File: src/rtl/score_display_ctrl.sv
// score_display_ctrl
//   Converts an unsigned binary score into packed BCD digits for a
//   downstream 7-segment decoder, using one double-dabble iteration per cycle.
//   Scores above 10^NUM_HEX-1 are clamped, and sat reports the clamp.
//
// Handshake: a score transfers on a rising edge where score_valid and
//   score_ready are both 1. score_ready is high only in IDLE with clr low.
//   A score offered while score_ready is 0 is ignored, not queued.
//
// Ports
//   clk          sole clock, rising edge
//   rst          synchronous active-high reset (highest priority)
//   clr          synchronous display clear / conversion abort
//   score_valid  binary score offered
//   score        unsigned binary score, BIN_W bits
//   score_ready  block accepts a score this cycle
//   num          registered packed BCD, digit 0 in [3:0]
//   busy         conversion in progress (CONVERT or DONE)
//   done         single-cycle pulse, num just updated
//   sat          last accepted score was clamped
module score_display_ctrl #(
  parameter int NUM_HEX = 6,
  parameter int BIN_W   = 20
) (
  input  logic                   clk,
  input  logic                   rst,
  input  logic                   clr,
  input  logic                   score_valid,
  input  logic [BIN_W-1:0]       score,
  output logic                   score_ready,
  output logic [NUM_HEX*4-1:0]   num,
  output logic                   busy,
  output logic                   done,
  output logic                   sat
);

  localparam int BW = NUM_HEX * 4;
  localparam int CW = $clog2(BIN_W + 1);

  // Largest value the display can show: 10^NUM_HEX - 1.
  function automatic logic [31:0] calc_max(input int n);
    logic [31:0] p;
    p = 32'd1;
    for (int i = 0; i < n; i++) p = p * 32'd10;
    return p - 32'd1;
  endfunction

  localparam logic [31:0]   MAXV     = calc_max(NUM_HEX);
  localparam logic [CW-1:0] CNT_INIT = CW'(BIN_W);
  localparam logic [CW-1:0] CNT_ONE  = CW'(1);

  typedef enum logic [1:0] {
    S_IDLE    = 2'd0,
    S_CONVERT = 2'd1,
    S_DONE    = 2'd2
  } state_t;

  state_t           state;
  logic [CW-1:0]    cnt;
  logic [BIN_W-1:0] bin;
  logic [BW-1:0]    bcd;

  logic [BW-1:0]    adj;
  logic [BW-1:0]    bcd_next;
  logic [BIN_W-1:0] bin_next;
  logic [31:0]      score_ext;
  logic             over;
  logic [BIN_W-1:0] clamped;

  assign score_ready = (state == S_IDLE) && !clr;
  assign busy        = (state != S_IDLE);

  // Clamp: the result always fits in BIN_W bits because it never exceeds score.
  assign score_ext = 32'(score);
  assign over      = (score_ext > MAXV);
  assign clamped   = over ? MAXV[BIN_W-1:0] : score;

  // One double-dabble step: add 3 to every digit >= 5, then shift {bcd, bin}
  // left by one. The top BCD bit falls off; after clamping it is always zero.
  always_comb begin
    adj = bcd;
    for (int d = 0; d < NUM_HEX; d++) begin
      if (bcd[4*d +: 4] >= 4'd5) adj[4*d +: 4] = bcd[4*d +: 4] + 4'd3;
    end
    bcd_next = {adj[BW-2:0], bin[BIN_W-1]};
    bin_next = bin << 1;
  end

  always_ff @(posedge clk) begin
    if (rst) begin
      state <= S_IDLE;
      num   <= '0;
      sat   <= 1'b0;
      done  <= 1'b0;
      cnt   <= '0;
      bin   <= '0;
      bcd   <= '0;
    end else if (clr) begin
      // Abort: drop any conversion in flight without a done pulse.
      state <= S_IDLE;
      num   <= '0;
      sat   <= 1'b0;
      done  <= 1'b0;
      cnt   <= '0;
      bin   <= '0;
      bcd   <= '0;
    end else begin
      case (state)
        S_IDLE: begin
          done <= 1'b0;
          // clr is low here, so score_ready is 1 and valid alone means transfer.
          if (score_valid) begin
            bin   <= clamped;
            sat   <= over;
            bcd   <= '0;
            cnt   <= CNT_INIT;
            state <= S_CONVERT;
          end
        end
        S_CONVERT: begin
          bin <= bin_next;
          bcd <= bcd_next;
          cnt <= cnt - CNT_ONE;
          if (cnt == CNT_ONE) begin
            num   <= bcd_next;
            done  <= 1'b1;
            state <= S_DONE;
          end
        end
        S_DONE: begin
          done  <= 1'b0;
          state <= S_IDLE;
        end
        default: begin
          done  <= 1'b0;
          state <= S_IDLE;
        end
      endcase
    end
  end

endmodule
File: config.mk
export PLATFORM = sky130hd
export DESIGN_NAME = score_display_ctrl
export DESIGN_NICKNAME = d
export VERILOG_FILES = /design/src/rtl/score_display_ctrl.sv
export SDC_FILE = /design/constraint.sdc
export NUM_CORES = 1
export LEC_CHECK = 0
export CORE_ASPECT_RATIO = 1.25
export CORE_MARGIN = 2
export CORE_UTILIZATION = 30
export CTS_CLUSTER_DIAMETER = 150
export DETAILED_ROUTE_END_ITERATION = 8
export SLEW_MARGIN = 25
export SYNTH_ARGS = -nofsm -noshare
export SYNTH_HDL_FRONTEND = slang
export SYNTH_SLANG_ARGS = --single-unit
File: constraint.sdc
create_clock -name clk -period 1.95 [get_ports clk]
set_input_delay 0.39 -clock clk [delete_from_list [all_inputs] [get_ports clk]]
set_output_delay 0.39 -clock clk [all_outputs]
set_load 0.01 [all_outputs]
==> flow_metrics.tcl, run 1 <==
set metrics [dict create \
    r2r_slack_ns 0.26 \
    syn_nets 411 \
    cap_violations 0 \
    clk_path_buf_depth 2 \
    placementRows 44 \
    r2r-start "bcd[4]" \
    vias 2987 \
    first_global_vias 2984 \
    synth.distinct_cells 55 \
    reg2reg_depth 6 \
    final_util 0.402 \
    postCtsSetupRepairBufs 0 \
    htree_num_levels 3 \
    cts-root-buf "clkbuf_16" \
    dpl.cell_count 589 \
    r2r_end "num[6]" \
    vias_per_cell 4.94 \
    dp_hpwl_um 6100 \
    first_pass_iters 4 \
    fin_tns_setup_ns 0 \
    fin_skew_ns 0.00612 \
    syn2layout_area_growth_pct 31.2 \
    ant_nets 0 \
    cts_tree "done" \
    synth_top_cell_by_area "dfxtp_1" \
    dieArea_sq_um 12700 \
    drt_iter0_markers 87 \
    syn_inst 373 \
    io_pins 52 \
    peakVddDrop_mv 0.334 \
    post-route-min-period_ns 1.85 \
    synth_common_cells "77 x dfxtp_1, 35 x nand2_1, 31 x nor2_1" \
    status "complete, no violations" \
    clk_latency_ns 0.33 \
    synth_area_per_cell_sq_um 9.54 \
    clk_pin_slew_ns 0.06 \
    gp_congestion 0.816 \
    worst_ep_arrival_time_ns 1.46 \
    gr-total-overflow 0 \
    min_path_type "flip-flop to flip-flop" \
    max_slew_margin 0.756 \
    drive_above_1_share 0.162 \
    crit_required_ns 1.56 \
    track_usage 0.137 \
    worstSetupEndpoint "busy" \
    antenna_found_initial 0 \
    worstMarginPinSlew_ns 0.363 \
    finalNonFillerCells 605 \
    hold_violations 0 \
    n_fill_cell 1149 \
    crit_type "flip-flop to primary output" \
    drc 0 \
    synth_edf_count 0 \
    max_freq_mhz 541 \
    port-buffer-count 51 \
    crit_path_start_kind "flip-flop" \
    dieWidth_um 101 \
    nets 477 \
    p_leak_nw 1.70 \
    power_density_nw_per_um2 754 \
    cts_buffers 9 \
    rsz0062_at_grt "no" \
    crit_start "state[1]" \
    total_power_w 0.00352 \
    setup_violations 0 \
    synth.area.top_cells "dfxtp_1 43%, ha_1 4.9%, a21oi_1 4.1%" \
    synth_warnings 0 \
    synth_top_area_share 0.433 \
    wl_per_cell_um 13.8 \
    endpoint_kind "primary output" \
    ys_seq_elements 77 \
    synth-main-ff-cell "dfxtp_1" \
    worstPathMaxFanout 2 \
    synth.most_common_cell "dfxtp_1" \
    postSynth.asyncResetShare 0 \
    antennaDiodeCount 0 \
    grt_pass1_wl_um 14000 \
    syn-cell-area_sq_um 3560 \
    core_area_sq_um 11600 \
    die_y_um 126 \
    ys_seq_area_frac 0.433 \
    drv_slew 0 \
    start_util 0.306 \
    drt-total-wl_um 8320 \
    period_share 0.949 \
    clkSinkCount 77 \
    grt_max_degree 28 \
]
-- flip-flops by register name, summed over array words and instances (netlist names) --
register / flops
cnt: 5
done: 1
bcd: 24
bin: 20
state: 2
sat: 1
num: 24
-- layout by cell type (no fill, tap or decap), types with 7 or more instances in the layout --
| master | netlist | routed |
|---|---|---|
| ha_1 | 14 | 14 |
| o21ai_0 | 10 | 10 |
| inv_1 | 16 | 16 |
| clkdlybuf4s50_1 | 0 | 50 |
| nor3b_1 | 12 | 12 |
| a211oi_2 | 11 | 11 |
| o22ai_1 | 21 | 21 |
| nand2_1 | 35 | 35 |
| clkbuf_16 | 0 | 9 |
| a22oi_1 | 7 | 7 |
| a22o_1 | 7 | 7 |
| a21oi_1 | 29 | 29 |
| nor2_1 | 31 | 30 |
| dfxtp_1 | 77 | 77 |
| buf_4 | 2 | 19 |
-- worst max-delay path, stage by stage (launching register included) --
cell and delay, ns:
dfxtp_1 0.31, or2_2 0.32, clkdlybuf4s50_1 0.50
-- area by class of cell --
class                   count  area [sq um]  share of cell area
clock inverters             6          62.6              0.0134
inverters                  16          60.1              0.0129
multi-input cells         261          1830               0.392
clock buffers              10           239              0.0512
flip-flops and latches     77          1540               0.330
repair buffers             74           732               0.157
well taps                 161           201              0.0432
-- logic make-up (layout without fill, tap and decap cells) --
family | after synthesis | after routing | share of synthesized area
muxes | 8 | 8 | 0.0236
DFF | 77 | 77 | 0.433
and+or+nand+nor | 106 | 106 | 0.162
AOI/OAI and AO/OA | 127 | 127 | 0.264
xor gates and xnor gates | 6 | 6 | 0.0148
adders and majority gates | 14 | 14 | 0.0492
buffers and inverters | 35 | 106 | 0.0531
-- how the worst min path moves through the flow --
stage	from	end	slack [ns]	depth (start not counted)
3_5_place_dp	bin[17]	bin[17]	0.44	2
5_1_grt	bin[18]	bin[18]	0.48	2
3_3_place_gp	bin[17]	bin[17]	0.44	2
4_1_cts	bin[17]	bin[17]	0.45	2
6_report	bin[17]	bin[17]	0.45	2
2_1_floorplan	bin[14]	bin[14]	0.43	2
-- where the power goes --
part	internal (W)	total, W	switching, W
logic	0.000122	0.000242	0.000120
clock network	0.00102	0.00167	0.000645
registers	0.00160	0.00161	0.0000143
total	0.00274	0.00352	0.000780
-- stage by stage --
step | setup slack, ns | hold slack (ns) | cell area [sq um]
floorplan | 0.436 | 0.427 | 3560
global placement | -0.113 | 0.438 | 4370
detailed placement | -0.137 | 0.444 | 4370
CTS | 0.0867 | 0.452 | 4670
global route | 0.0574 | 0.476 | 4670
finish | 0.100 | 0.448 | 4670
-- metal layers --
layer	part of all wire	GRT usage	routed length, um
met3	0.052	0.0372	433
met1	0.44	0.166	3630
met5	0	0	0
met2	0.49	0.228	4110
met4	0.017	0.0533	143
-- timing repair --
action | CTS | global route
setup endpoints to repair | 1 | 0
resized for setup | 1 | 0
hold buffers | 0 | 0
Note: power is estimated with default switching activity, not from simulation.
==> run 2, diff against run 1 <==
==> constraint.sdc (replaced) <==
create_clock -name clk -period 2.2 [get_ports clk]
set_input_delay 0.44 -clock clk [delete_from_list [all_inputs] [get_ports clk]]
set_output_delay 0.44 -clock clk [all_outputs]
set_load 0.01 [all_outputs]
==> flow_metrics.tcl, run 2 (same netlist as run 1, synthesis figures left out) <==
set metrics [dict create \
    status "complete, no violations" \
    drc 0 \
    crit_start "state[0]" \
    max_freq_mhz 476 \
    reg2reg_depth 7 \
    post-route-min-period_ns 2.10 \
    antennaDiodeCount 0 \
    setup_violations 0 \
    dp_hpwl_um 5880 \
    crit_path_start_kind "flip-flop" \
    port-buffer-count 51 \
    nets 468 \
    fin_skew_ns 0.00630 \
    drt-total-wl_um 8250 \
    gp_congestion 0.816 \
    path_delay_family "buffers and inverters" \
    dp_slack_ns 0.0622 \
    vias 2944 \
    worstPathCellList "or2_2, nor2_1, clkdlybuf4s50_1" \
    worstPathMaxFanout 9 \
    postCtsSetupRepairBufs 0 \
    track_usage 0.135 \
    wl_per_cell_um 13.9 \
    r2r_slack_ns 0.49 \
    cap_violations 0 \
    first_pass_iters 4 \
    dieWidth_um 101 \
    r2r-start "cnt[1]" \
    hold_violations 0 \
    finalNonFillerCells 595 \
    min-delay-start "bin[18]" \
    clk_latency_ns 0.34 \
    worst_slack_ns 0.101 \
    reg_top3 "bcd x24, num x24, bin x20" \
    layout_common_cells "76 x dfxtp_1, 51 x clkdlybuf4s50_1, 35 x nand2_1" \
    htree_num_levels 3 \
    critPathSlowestCell "clkdlybuf4s50_1" \
    p_leak_nw 1.65 \
    core_area_sq_um 11600 \
    clkSinkCount 77 \
    crit_type "flip-flop to primary output" \
    crit_path_max_incr_delay_ns 0.54 \
    max_slew_margin 0.697 \
    syn2layout_area_growth_pct 29.0 \
    crit_required_ns 1.76 \
    peakVddDrop_mv 0.386 \
    start_util 0.306 \
    vias_per_cell 4.95 \
    dpl.cell_count 580 \
    final_common_cell "dfxtp_1" \
    placementRows 44 \
    io_pins 52 \
    antenna_found_initial 0 \
    worstMarginPinSlew_ns 0.453 \
    first_global_vias 2848 \
    drive_above_1_share 0.143 \
    die_y_um 126 \
    cts-root-buf "clkbuf_16" \
    drv_slew 0 \
    cts_tree "done" \
    min_path_type "flip-flop to flip-flop" \
    grt_max_degree 41 \
    power_density_nw_per_um2 707 \
    drt_iter0_markers 114 \
    crit_buf_inv 1 \
    r2r_end "num[22]" \
    dieArea_sq_um 12700 \
    endpoint_kind "primary output" \
    holdPathEnd "bin[18]" \
    fin_tns_setup_ns 0 \
    worst_ep_arrival_time_ns 1.66 \
    period_share 0.954 \
    cts_buffers 9 \
    ant_nets 0 \
    hold_depth 2 \
    grt_pass1_wl_um 13700 \
    gr-total-overflow 0 \
    rsz0062_at_grt "no" \
    clk_pin_slew_ns 0.06 \
    clk_path_buf_depth 2 \
]
## run 2: final cells by class
| class | instances | area, sq um |
|---|---|---|
| inverter | 16 | 60.1 |
| timing repair buffer | 65 | 628 |
| clock inverter | 3 | 68.8 |
| fill | 1156 | 7030 |
| clock buffer | 12 | 256 |
| multi-input combinational | 261 | 1830 |
| tap | 161 | 201 |
| sequential | 77 | 1540 |
## run 2: worst max path at each step
stage / depth (start not counted) / to
after floorplan: 4 / bin[1]
after global placement: 5 / bin[2]
after detailed placement: 5 / bin[2]
after CTS: 3 / score_ready
after global routing: 3 / score_ready
final: 3 / score_ready
## run 2: tightest hold or removal path, cell delays in order (launching register included)
cell and delay (ns):
dfxtp_1 0.31, nand2_1 0.05, o21ai_1 0.05
## run 2: metrics by stage
step	hold WS, ns	utilization	area [sq um]	power [W]
final	0.448	0.395	4590	0.00325
after global routing	0.472	0.395	4590	0.00337
after CTS	0.450	0.395	4590	0.00327
after detailed placement	0.441	0.367	4260	0.00166
after global placement	0.439	0.367	4260	0.00165
after floorplan	0.427	-	3560	0.00157
## run 2: what timing repair did
action	CTS	global route
hold endpoints to repair	0	0
endpoints found under the setup margin	0	1
gates resized for setup	0	1
hold buffers	0	0
## run 2: report_power, final
part	switching [W]	total (W)	leakage [nW]	internal, W
Combinational	0.000102	0.000198	0.867	0.0000955
Clock	0.000567	0.00162	0.159	0.00105
Sequential	0.0000151	0.00143	0.623	0.00141
## run 2: metal layers
layer,global-route usage,wire [um]
met1,0.165,3670
met4,0.0548,140
met3,0.0316,348
met5,0,0
met2,0.226,4090
